==> src/rtl/word_serializer.sv <==
// ============================================================================
// word_serializer : parallel-in, serial-out stage with a one-word holding buffer
// Rev 1.0
// ============================================================================
`default_nettype none

module word_serializer #(
    parameter int WIDTH     = 8,
    parameter int MSB_FIRST = 1,
    parameter bit IDLE_BIT  = 1'b0
) (
    input  logic             clk,
    input  logic             rst,
    input  logic [WIDTH-1:0] din,
    input  logic             din_valid,
    output logic             din_ready,
    input  logic             en,
    output logic             sout,
    output logic             sout_valid,
    output logic             sout_last,
    output logic             busy
);

    localparam int CW = (WIDTH > 2) ? $clog2(WIDTH) : 1;

    localparam logic [0:0]    S_IDLE  = 1'b0;
    localparam logic [0:0]    S_SHIFT = 1'b1;
    localparam logic [CW-1:0] c_last  = CW'(WIDTH - 1);

    logic [0:0]       r_state;
    logic [0:0]       w_state_nxt;
    logic [WIDTH-1:0] r_sr;
    logic [WIDTH-1:0] r_hb;
    logic             r_hb_full;
    logic [CW-1:0]    r_cnt;

    logic [WIDTH-1:0] w_sr_shifted;
    logic             w_sr_out;
    logic             w_accept;
    logic             w_at_last;

    assign w_accept  = din_valid && !r_hb_full;
    assign w_at_last = (r_cnt == c_last);

    // The output end of SR is the MSB or LSB depending on bit order
    generate
        if (MSB_FIRST != 0) begin : g_msb_first
            assign w_sr_shifted = {r_sr[WIDTH-2:0], 1'b0};
            assign w_sr_out     = r_sr[WIDTH-1];
        end else begin : g_lsb_first
            assign w_sr_shifted = {1'b0, r_sr[WIDTH-1:1]};
            assign w_sr_out     = r_sr[0];
        end
    endgenerate

    always_ff @(posedge clk or negedge rst) begin
        if (!rst) begin
            r_state <= S_IDLE;
        end else begin
            r_state <= w_state_nxt;
        end
    end

    always_comb begin
        w_state_nxt = r_state;
        case (r_state)
            S_IDLE: begin
                if (w_accept) begin
                    w_state_nxt = S_SHIFT;
                end
            end
            S_SHIFT: begin
                if (en && w_at_last && !r_hb_full && !w_accept) begin
                    w_state_nxt = S_IDLE;
                end
            end
            default: w_state_nxt = S_IDLE;
        endcase
    end

    always_ff @(posedge clk or negedge rst) begin
        if (!rst) begin
            r_sr      <= '0;
            r_hb      <= '0;
            r_hb_full <= 1'b0;
            r_cnt     <= '0;
        end else if (r_state == S_IDLE) begin
            if (w_accept) begin
                r_sr  <= din;
                r_cnt <= '0;
            end
        end else if (!en || !w_at_last) begin
            if (en) begin
                r_sr  <= w_sr_shifted;
                r_cnt <= r_cnt + 1'b1;
            end
            if (w_accept) begin
                r_hb      <= din;
                r_hb_full <= 1'b1;
            end
        end else begin
            // Word boundary: a buffered word takes priority over a fresh offer
            r_cnt <= '0;
            if (r_hb_full) begin
                r_sr      <= r_hb;
                r_hb_full <= 1'b0;
            end else if (w_accept) begin
                r_sr <= din;
            end
        end
    end

    always_comb begin
        din_ready  = !r_hb_full;
        sout       = IDLE_BIT;
        sout_valid = 1'b0;
        sout_last  = 1'b0;
        busy       = r_hb_full;
        if (r_state == S_SHIFT) begin
            sout       = w_sr_out;
            sout_valid = 1'b1;
            sout_last  = w_at_last;
            busy       = 1'b1;
        end
    end

endmodule

`default_nettype wire

==> config.mk <==
export PLATFORM = sky130hd
export DESIGN_NAME = word_serializer
export DESIGN_NICKNAME = d
export VERILOG_FILES = /design/src/rtl/word_serializer.sv
export SDC_FILE = /design/constraint.sdc
export NUM_CORES = 1
export LEC_CHECK = 0
export ABC_AREA = 1
export CORE_MARGIN = 5
export CORE_UTILIZATION = 48
export DETAILED_ROUTE_END_ITERATION = 10
export HOLD_SLACK_MARGIN = 0.03
export PLACE_DENSITY_LB_ADDON = 0.15
export SKIP_CTS_REPAIR_TIMING = 1
export SLEW_MARGIN = 20
export SYNTH_ARGS = -nofsm -noshare
export SYNTH_HDL_FRONTEND = slang
export SYNTH_SLANG_ARGS = --single-unit
==> constraint.sdc <==
create_clock -name clk -period 1.5 [get_ports clk]
set_clock_uncertainty 0.05 [all_clocks]
set_input_delay 0.375 -clock clk [delete_from_list [all_inputs] [get_ports clk]]
set_output_delay 0.375 -clock clk [all_outputs]
set_load 0.01 [all_outputs]
==> reports/summary.txt <==
Setup TNS -> -1.19 ns
Design Area, Final -> 1640 um2
Chip Width -> 61.5 um
Run status -> finished, violations left
Min Tclk post-route -> 1.70 ns
Setup-failing EPs final -> 17
FF-to-FF path depth -> 10
Vias per Instance -> 4.72
Final Hold Fails -> 0
RSZ-0062 raised after global routing -> yes
Max-slew headroom -> 76.0%
Row cnt -> 18
Mux cell area share after synthesis -> 0%
Peak VDD IR -> 0.000936 V
Power Density -> 1370 nW/um2
Drt pass-1 iters -> 4
Core ar. -> 2500 um2
Ports -> 17
GP Congestion -> 0.809
Worst R2R Start -> r_cnt[0]
Vias -> 1,066
Largest net degree at the start of global routing -> 22
CP max FO -> 2
Yosys reg bits -> 21
DR WL/cell -> 11.4 um
Final period utilization -> 113%
1st-iter DRT viols -> 37
Static leakage power -> 0.833 nW
H-tree depth -> 1
Clk pin slew, worst setup/hold paths -> 0.12 ns
Crit path launch -> r_cnt[0]
All-Layer GR Usage -> 15.6%
HPWL Detailed -> 1840 um
Synth warn -> 0
Remaining routing DRC violations -> 0
Final ANT Viol Nets -> 0
Syn Nets -> 179
Unique masters post-synth -> 22
Initial antenna violation count -> 0
Main combinational cell family by area after synthesis -> simple AND/OR/NAND/NOR gates
Layout area overhead -> 28.7%
Synthesized area per cell -> 7.72 um2
Antenna Cells -> 0
Adder-Cell Fraction of Synth Area -> 1.96%
CTS tree -> built
Util after Layout -> 65.6%
Hold Path Class -> input port to asynchronous set/reset pin
First-pass GRT wire length -> 4440 um
Met2 Track Usage GR -> 23.0%
Grt total ovfl -> 0
Total CTS buffers -> 3
Setup crit end kind -> primary output
Fmax -> 588 MHz
Met1 Usage GRT -> 22.6%
Worst-margin pin slew -> 0.360 ns
Compound-cell area share of the yosys netlist -> 13.5%
Setup ws final -> -0.200 ns
GR Util met3 -> 2.73%
Register area share after synthesis -> 41.3%
Failing checks -> setup timing
Worst EP arrival -> 1.28 ns
Ratio of cells with drive above 1 in the final layout -> 26.5%
# nets final -> 211
Cells after synthesis -> 165
Clock latency on the worst-skew pair -> 0.31 ns
Simple-gate share of the synthesized area -> 31.5%
Die ar. -> 3780 um2
Crit path launch type -> flip-flop
Placed instance area -> 1500 um2
I/O Buffers -> 16
Post-synthesis cell area -> 1270 um2
Required @ worst endpoint -> 1.07 ns
Root Driver -> clkbuf_4
Initial Util -> 51.0%
Max clock buf depth -> 2
Capturing point of the worst reg2reg path -> r_sr[1]
Vias in the first global route -> 1,018
Fin. max-slew vios -> 0
GRT busiest layer -> met2
Reg2Reg Setup Slack -> -0.11 ns
Die Span Y -> 61.5 um
Synth Area in XOR/XNOR -> 0%
CP Class -> flip-flop to primary output
Clk sinks -> 21
Total of max-cap violations -> 0
Drt total wl -> 2570 um
==> logic make-up after synthesis <==
logic type,count (synthesis)
AO/OA/AOI/OAI,28
adder cells (fa/ha/maj),2
buffers and inverters,28
flip-flops,21
AND/OR/NAND/NOR,86
==> cells in the mapped netlist (all sizes together) <==
cell type,instances,area share [%]
o21ai,12,6.8
ha,2,2.0
nor2,25,8.6
buf,7,5.6
nand4,1,0.49
nand2,53,19
nand3,7,3.7
inv,21,6.2
a21oi,14,5.5
o211ai,2,1.2
dfrtp,21,41
==> final cells by class <==
type | count | area (um2)
fillers | 214 | 861
multi-input cells | 117 | 658
flip-flops and latches | 21 | 527
repair buffers | 33 | 309
inverters | 21 | 81.3
well taps | 30 | 37.5
clock buffers | 4 | 26.3
==> stage by stage <==
| step | instances | worst slack (ns) | hold WS (ns) | power [W] |
|---|---|---|---|---|
| finish | 226 | -0.200 | 0.336 | 0.00225 |
| global route | 226 | -0.289 | 0.349 | 0.00247 |
| CTS | 220 | -0.611 | 0.342 | 0.00217 |
| detailed placement | 216 | -0.278 | 0.463 | 0.00189 |
| global placement | 216 | -0.240 | 0.452 | 0.00186 |
| floorplan | 165 | 0.0137 | 0.0294 | 0.00161 |
==> report_power, final <==
group | leakage (nW) | internal, W | switching [W]
clock network | 0.0150 | 0.000104 | 0.000184
logic | 0.579 | 0.000465 | 0.000587
registers | 0.239 | 0.000798 | 0.000113
==> placed cells by master (no fill, tap or decap) <==
| cell | synthesis | final |
|---|---|---|
| a21oi_2 | 0 | 3 |
| ha_2 | 0 | 2 |
| buf_12 | 0 | 1 |
| buf_4 | 3 | 13 |
| nand3_4 | 1 | 1 |
| clkbuf_1 | 0 | 1 |
| nand2_8 | 1 | 2 |
| o21ai_1 | 5 | 4 |
| dlymetal6s2s_1 | 0 | 3 |
| nand3_2 | 0 | 1 |
| nand2_4 | 2 | 1 |
| buf_2 | 0 | 1 |
| inv_2 | 1 | 1 |
| o21ai_2 | 4 | 5 |
| dfrtp_1 | 21 | 20 |
| buf_6 | 3 | 3 |
| nand2_1 | 47 | 44 |
| dfrtp_2 | 0 | 1 |
| nor2_4 | 0 | 1 |
| clkbuf_4 | 0 | 3 |
| nand4_1 | 1 | 1 |
| nand3_1 | 6 | 5 |
| clkdlybuf4s50_1 | 0 | 11 |
| nor2_2 | 0 | 3 |
| nand2_2 | 3 | 6 |
| inv_4 | 0 | 1 |
| nor2_8 | 1 | 1 |
| inv_1 | 20 | 19 |
| a21oi_1 | 14 | 11 |
| nor2_1 | 24 | 21 |
| o21ai_0 | 2 | 2 |
| o211ai_1 | 2 | 2 |
| clkbuf_2 | 0 | 1 |
| o21ai_4 | 1 | 1 |
==> sequential cells by signal (all words and copies together), names as in the netlist <==
signal	count
r_hb	8
r_state	1
r_hb_full	1
r_sr	8
r_cnt	3
==> worst max-delay path: stages (launching register included) <==
cell	delay, ns
dfrtp_1	0.40
ha_2	0.18
ha_2	0.17
nand2_1	0.06
inv_1	0.04
clkbuf_2	0.12
==> how the worst max path moves through the flow <==
stage,end,cells past startpoint
floorplan,r_hb[0],7
global placement,r_sr[1],8
detailed placement,r_sr[1],8
CTS,sout_last,5
global route,sout_last,5
finish,sout_last,5
==> routing by layer <==
layer | vias up | share of wire, %
met1 | 473 | 50
met2 | 14 | 44
met3 | 5 | 4.1
met5 | - | 0
met4 | 0 | 1.6
li1 | 574 | -
(Power assumes the default switching activity.)
